==> src/rtl/processor_defines.sv <==
// Shared processor encodings: store_control codes, fault causes and the
// store-unit FSM state encoding, wrapped in a package for import.
`ifndef PROCESSOR_DEFINES_SV
`define PROCESSOR_DEFINES_SV

`define STR_NOP 3'b000
`define SB      3'b001
`define SH      3'b010
`define SW      3'b011

package store_unit_pkg;

    // store_control codes as typed constants so importers do not depend on
    // macro visibility across compilation units
    localparam logic [2:0] OP_NOP = `STR_NOP;
    localparam logic [2:0] OP_SB  = `SB;
    localparam logic [2:0] OP_SH  = `SH;
    localparam logic [2:0] OP_SW  = `SW;

    typedef enum logic [1:0] {
        FLT_NONE     = 2'd0,
        FLT_MISALIGN = 2'd1,
        FLT_TIMEOUT  = 2'd2
    } fault_e;

    typedef enum logic [1:0] {
        ST_IDLE     = 2'd0,
        ST_ISSUE    = 2'd1,
        ST_WAIT_ACK = 2'd2,
        ST_RESP     = 2'd3
    } state_e;

    // True only for codes that perform a memory write; everything else
    // (including undefined codes) retires like a NOP.
    function automatic logic is_store_op(input logic [2:0] op);
        return (op == OP_SB) || (op == OP_SH) || (op == OP_SW);
    endfunction

endpackage

`endif

==> src/rtl/store_align.sv <==
// Store data aligner: replicates the operand across byte lanes, builds the
// byte strobes from the low address bits and flags misaligned accesses.
// Purely combinational so the load-side aligner can share it.
module store_align
    import store_unit_pkg::*;
(
    input  logic [1:0]  lane_i,
    input  logic [2:0]  op_i,
    input  logic [31:0] rs2_i,
    output logic [31:0] wdata_o,
    output logic [3:0]  wstrb_o,
    output logic        misaligned_o
);

    logic [3:0] base_strb;

    // Unshifted strobe pattern and alignment check per access size
    always_comb begin
        base_strb    = 4'b0000;
        misaligned_o = 1'b0;
        case (op_i)
            OP_SB: base_strb = 4'b0001;
            OP_SH: begin
                base_strb    = 4'b0011;
                misaligned_o = lane_i[0];
            end
            OP_SW: begin
                base_strb    = 4'b1111;
                misaligned_o = |lane_i;
            end
            default: base_strb = 4'b0000;
        endcase
    end

    assign wstrb_o = base_strb << lane_i;

    // Each byte lane picks the operand byte that lands on it
    generate
        for (genvar gi = 0; gi < 4; gi++) begin : g_lane
            localparam int HALF_LO = (gi % 2) * 8;
            assign wdata_o[gi*8 +: 8] = (op_i == OP_SB) ? rs2_i[7:0] :
                                        (op_i == OP_SH) ? rs2_i[HALF_LO +: 8] :
                                                          rs2_i[gi*8 +: 8];
        end
    endgenerate

endmodule

==> src/rtl/store_unit.sv <==
// Store unit: forms the effective address, aligns data, performs one bus
// write with req/gnt/ack and reports done or fault (misalign / timeout).
module store_unit
    import store_unit_pkg::*;
#(
    parameter int TIMEOUT_CYCLES = 16,
    parameter int XLEN           = 32
) (
    input  logic            clk,
    input  logic            rst_n,
    input  logic            st_valid,
    output logic            st_ready,
    input  logic [2:0]      store_control,
    input  logic [11:0]     imm,
    input  logic [XLEN-1:0] rs1_data,
    input  logic [XLEN-1:0] rs2_data,
    output logic            mem_req,
    output logic [XLEN-1:0] mem_addr,
    output logic [XLEN-1:0] mem_wdata,
    output logic [3:0]      mem_wstrb,
    input  logic            mem_gnt,
    input  logic            mem_ack,
    output logic            st_done,
    output logic            st_fault,
    output logic [1:0]      fault_cause,
    output logic [XLEN-1:0] fault_addr
);

    // Last counter value at which the transaction may still complete
    localparam logic [7:0] TO_LAST = 8'(TIMEOUT_CYCLES - 1);

    state_e            state_q, state_d;
    logic [7:0]        cnt_q, cnt_d;
    logic [XLEN-1:0]   ea_q, ea_d;
    logic              req_q, req_d;
    logic [XLEN-1:0]   addr_q, addr_d;
    logic [XLEN-1:0]   wdata_q, wdata_d;
    logic [3:0]        wstrb_q, wstrb_d;
    logic              done_q, done_d;
    logic              fault_q, fault_d;
    logic [1:0]        cause_q, cause_d;
    logic [XLEN-1:0]   faddr_q, faddr_d;
    logic              ready_q, ready_d;

    logic [XLEN-1:0]   ea_c;
    logic [XLEN-1:0]   wdata_c;
    logic [3:0]        wstrb_c;
    logic              misaligned_c;

    // Effective address wraps modulo 2^XLEN by construction
    assign ea_c = rs1_data + {{(XLEN-12){imm[11]}}, imm};

    store_align u_align (
        .lane_i       (ea_c[1:0]),
        .op_i         (store_control),
        .rs2_i        (rs2_data),
        .wdata_o      (wdata_c),
        .wstrb_o      (wstrb_c),
        .misaligned_o (misaligned_c)
    );

    // Next-state and registered-output logic; completion is tested before
    // the timeout so a late gnt/ack still wins
    always_comb begin
        state_d = state_q;
        cnt_d   = cnt_q;
        ea_d    = ea_q;
        req_d   = 1'b0;
        addr_d  = addr_q;
        wdata_d = wdata_q;
        wstrb_d = wstrb_q;
        done_d  = 1'b0;
        fault_d = 1'b0;
        cause_d = cause_q;
        faddr_d = faddr_q;
        case (state_q)
            ST_IDLE: begin
                if (st_valid) begin
                    cnt_d = 8'd0;
                    ea_d  = ea_c;
                    if (!is_store_op(store_control)) begin
                        state_d = ST_RESP;
                        done_d  = 1'b1;
                    end else if (misaligned_c) begin
                        state_d = ST_RESP;
                        fault_d = 1'b1;
                        cause_d = FLT_MISALIGN;
                        faddr_d = ea_c;
                    end else begin
                        state_d = ST_ISSUE;
                        req_d   = 1'b1;
                        addr_d  = {ea_c[XLEN-1:2], 2'b00};
                        wdata_d = wdata_c;
                        wstrb_d = wstrb_c;
                    end
                end
            end
            ST_ISSUE: begin
                cnt_d = cnt_q + 8'd1;
                if (mem_gnt && mem_ack) begin
                    state_d = ST_RESP;
                    done_d  = 1'b1;
                end else if (mem_gnt) begin
                    state_d = ST_WAIT_ACK;
                end else if (cnt_q >= TO_LAST) begin
                    state_d = ST_RESP;
                    fault_d = 1'b1;
                    cause_d = FLT_TIMEOUT;
                    faddr_d = ea_q;
                end else begin
                    req_d = 1'b1;
                end
            end
            ST_WAIT_ACK: begin
                cnt_d = cnt_q + 8'd1;
                if (mem_ack) begin
                    state_d = ST_RESP;
                    done_d  = 1'b1;
                end else if (cnt_q >= TO_LAST) begin
                    state_d = ST_RESP;
                    fault_d = 1'b1;
                    cause_d = FLT_TIMEOUT;
                    faddr_d = ea_q;
                end
            end
            ST_RESP: begin
                state_d = ST_IDLE;
            end
            default: begin
                state_d = ST_IDLE;
            end
        endcase
    end

    assign ready_d = (state_d == ST_IDLE);

    // State and output registers with synchronous active-low reset
    always_ff @(posedge clk) begin
        if (!rst_n) begin
            state_q <= ST_IDLE;
            cnt_q   <= 8'd0;
            ea_q    <= '0;
            req_q   <= 1'b0;
            addr_q  <= '0;
            wdata_q <= '0;
            wstrb_q <= 4'b0000;
            done_q  <= 1'b0;
            fault_q <= 1'b0;
            cause_q <= FLT_NONE;
            faddr_q <= '0;
            ready_q <= 1'b1;
        end else begin
            state_q <= state_d;
            cnt_q   <= cnt_d;
            ea_q    <= ea_d;
            req_q   <= req_d;
            addr_q  <= addr_d;
            wdata_q <= wdata_d;
            wstrb_q <= wstrb_d;
            done_q  <= done_d;
            fault_q <= fault_d;
            cause_q <= cause_d;
            faddr_q <= faddr_d;
            ready_q <= ready_d;
        end
    end

    assign st_ready    = ready_q;
    assign mem_req     = req_q;
    assign mem_addr    = addr_q;
    assign mem_wdata   = wdata_q;
    assign mem_wstrb   = wstrb_q;
    assign st_done     = done_q;
    assign st_fault    = fault_q;
    assign fault_cause = cause_q;
    assign fault_addr  = faddr_q;

endmodule
==> config.mk <==
export PLATFORM = sky130hd
export DESIGN_NAME = store_unit
export DESIGN_NICKNAME = d
export VERILOG_FILES = /design/src/rtl/processor_defines.sv /design/src/rtl/store_align.sv /design/src/rtl/store_unit.sv
export SDC_FILE = /design/constraint.sdc
export NUM_CORES = 1
export LEC_CHECK = 0
export ABC_AREA = 1
export CORE_MARGIN = 1.5
export CORE_UTILIZATION = 52
export DETAILED_ROUTE_END_ITERATION = 10
export PLACE_DENSITY = 0.84
export RECOVER_POWER = 50
export REMOVE_ABC_BUFFERS = 1
export SLEW_MARGIN = 20
export SYNTH_ARGS = -nofsm -noshare
export SYNTH_HDL_FRONTEND = slang
export SYNTH_SLANG_ARGS = --single-unit
==> constraint.sdc <==
create_clock -name clk -period 2 [get_ports clk]
set_input_delay 0.3 -clock clk [delete_from_list [all_inputs] [get_ports clk]]
set_output_delay 0.3 -clock clk [all_outputs]
set_load 0.02 [all_outputs]
==> impl_metrics.toml <==
[run_status]
outcome = "finished with violations"
violations = "negative setup slack"

[timing]
rsz0062_at_grt = "true"
relSlewSlack_pct = 63.2
worstMarginPinSlew_ns = 0.548
skew_ns = 0.0115
fmax_ghz = 0.489
setup_viol_count_final = 5
period_needed_ns = 2.05
fin_setup_tns_ns = -0.0959
fin_ws_ns = -0.0451
hold_viol = 0
fin_crit_sh_pct = 102
slew_violations = 0

[routing]
route.detailed.drc = 0
wirelength_um = 31400
ant_nets = 0
initialDrtViolationCount = 1080
vias = 10500
wl_per_cell_um = 16.7
avgViaCountPerCell = 5.58
drt_first_pass_iters = 6

[global_routing]
grt_max_degree = 53
grt_use_total_pct = 31.2
antenna_found_initial = 0
grt_pass1_wl_um = 44300
grt_overflow_total = 0
grt_pass1_vias = 9263

[synth]
yosys_warnings = 0
synth-seq-area-share_pct = 33.6
postSynthAreaPerCell_sq_um = 6.34
netlist_area_sq_um = 8700
synthCells = 1373
ys_ff_latch = 146
ys_types = 41

[power]
ir_drop_mv = 0.685
p_leak_nw = 6.60
power_density_nw_per_um2 = 939
swShare_pct = 36.9
total_power_mw = 12.0
power_frac_seq_pct = 31.0
p_clk_share_pct = 28.1
combPwrFrac_pct = 40.9
intPower_mw = 7.55
p_sw_mw = 4.42

[final_layout]
area_delta_synth_final_pct = 46.5
layoutNonFillerInstCount = 1882
diodes = 0
layout-drive-gt1-share_pct = 15.0
final_cell_mix = "379 x nand2_1, 227 x inv_1, 146 x dfxtp_1"
stdcell_area_sq_um = 12700
fin_util_pct = 77.4
nNetsFinal = 1773
layout_commonest_cell = "nand2_1"

[run]
cap_violations = 0

[clocking]
hold_buffers = 0
clock-sinks = 146
cts.reportedPaths.clkPinSlew_ns = 0.06
insertion_delay_ns = 0.44
cts.htree.levels = 4
cts_tree = "done"
clockBufferDepth = 2
cts_root_buf = "clkbuf_16"
cts_buffers = 17

[critical_path]
rr_endpoint = "fault_addr[3]$_SDFFE_PN0P_"
critPathKind = "in2reg"
endpoint_kind = "flip-flop"
rr_worst_depth = 10
cp-start-kind = "input pin"
timing.rr.start = "state_q[0]$_SDFF_PN0_"
crit_cells = 14
path_delay_family = "simple AND/OR/NAND/NOR gates"
cp.required_ns = 2.32
cp_common_cell = "nand2_1"
crit_arrival_ns = 2.37
critical_path.cell_chain = "clkdlybuf4s50_1 -> ha_1 -> nand2_2 -> inv_1 -> nand2_1 -> nand2_1 -> nand2_1 -> nand3_2 -> buf_4 -> nand2_2 -> nand3b_1 -> and2_4 -> o21ai_0 -> inv_1"
worstPathMaxFanout = 3
crit_buf_inv = 4
slowest_stage = "clkdlybuf4s50_1"
r2r_slack_ns = 0.03
cpPeakStageDelay_ns = 0.40

[floorplanning]
fp.dieW_um = 132
initial_core_util_pct = 52.9
die_h_um = 132
die_area_sq_um = 17500
rows = 47
core_sq_um = 16500
ioPinCount = 190

[placement]
dpl_cell_area_sq_um = 11500
dp_hpwl_um = 19400
dp.cells = 1836
port_buffers = 187
gp_congestion = 0.962

[hold_path]
whs_path_depth = 3
holdCritPathClass = "in2reg"
hold_path.startpoint = "rs2_data[18]"
holdPathEnd = "mem_wdata[18]$_SDFFE_PN0P_"
==> cell type report <==
cell class / count / area, sq um
clock inverter: 8 / 125
timing repair buffer: 306 / 3000
multi-input combinational: 946 / 5060
sequential: 146 / 2920
fill: 1092 / 3720
tap: 220 / 275
clock buffer: 22 / 484
inverter: 234 / 881
==> cells by family after synthesis <==
| kind of cell | share of synthesized area, % |
|---|---|
| and+or+nand+nor | 31.2 |
| DFF | 33.6 |
| AOI/OAI and AO/OA | 14.6 |
| xor gates and xnor gates | 1.70 |
| adders and majority gates | 5.46 |
| buffers and inverters | 13.4 |
| other | 0.0431 |
==> synth_stat cells (all sizes together) <==
| master | count | share of area, % |
|---|---|---|
| xor2 | 13 | 1.3 |
| a21boi | 5 | 0.43 |
| and2 | 3 | 0.22 |
| dfxtp | 146 | 34 |
| a211oi | 2 | 0.17 |
| xnor2 | 3 | 0.39 |
| nor2 | 139 | 6.3 |
| nand4 | 5 | 0.53 |
| ha | 38 | 5.5 |
| o211a | 1 | 0.12 |
| a31oi | 36 | 2.6 |
| nand3 | 83 | 4.9 |
| o22ai | 1 | 0.072 |
| inv | 233 | 10 |
| o21bai | 2 | 0.17 |
| and3 | 1 | 0.072 |
| nor3 | 12 | 0.69 |
| clkbuf | 18 | 0.78 |
| a21o | 1 | 0.086 |
| o211ai | 7 | 0.60 |
| a21oi | 79 | 4.5 |
| o21ai | 81 | 4.7 |
| conb | 1 | 0.043 |
| nand3b | 3 | 0.26 |
| clkinv | 1 | 0.043 |
| o21a | 14 | 1.2 |
| nand2 | 410 | 18 |
| buf | 30 | 2.5 |
| or2 | 5 | 0.39 |
==> state kept, by name, indices dropped and copies added (netlist names) <==
register,count
ea_q,32
mem_req,1
mem_wstrb,4
mem_wdata,32
st_ready,1
mem_addr,30
st_fault,1
st_done,1
cnt_q,8
state_q,2
fault_addr,32
fault_cause,2
==> per-stage QoR <==
step / worst slack, ns / hold WS [ns]
after global routing: -0.0959 / 0.461
after CTS: -0.00439 / 0.437
final: -0.0451 / 0.441
after floorplan: -1.45 / 0.398
after detailed placement: -0.556 / 0.457
after global placement: -0.494 / 0.452
==> per-layer routing <==
layer / vias to the layer above / wire, um / global-route usage, %
li1: 4860 / - / -
met1: 4804 / 12100 / 39.7
met2: 682 / 14900 / 51.3
met3: 163 / 2690 / 4.61
met4: 0 / 1780 / 16.5
met5: - / 0 / 0
==> how the worst max path moves through the flow <==
stage	start	endpoint
floorplan	store_control[2]	mem_wstrb[3]$_SDFFE_PN0P_
global placement	imm[11]	fault_addr[16]$_SDFFE_PN0P_
detailed placement	imm[11]	fault_addr[16]$_SDFFE_PN0P_
CTS	imm[4]	fault_addr[15]$_SDFFE_PN0P_
global route	imm[11]	mem_addr[28]$_SDFFE_PN0P_
finish	rs1_data[3]	ea_q[17]$_SDFFE_PN0P_
==> worst register-to-register path, stage by stage, from the launching register on <==
cell and delay (ns):
dfxtp_1 0.36, inv_1 0.10, ha_2 0.21, inv_2 0.08
or2_4 0.13, nand2_4 0.06, nor2_4 0.22, nand3_4 0.12
buf_4 0.17, or2_2 0.28, a31oi_1 0.15
==> power groups by stage <==
stage / sequential [mW] / combinational (mW) / clock (mW)
3_3_place_gp: 3.74 / 4.35 / 0
3_5_place_dp: 3.75 / 4.45 / 0
6_report: 3.71 / 4.90 / 3.36
4_1_cts: 3.70 / 4.57 / 3.36
2_1_floorplan: 4.12 / 2.00 / 0
5_1_grt: 3.75 / 5.23 / 3.47
==> repair_timing <==
item / 4_1_cts / 5_1_grt
pin swaps: 3 / 21
gates resized for setup: 10 / 101
buffers inserted: 0 / 13
cloned: 1 / 2
setup endpoints to repair: 22 / 118
Power figures use the tool's default switching activity.
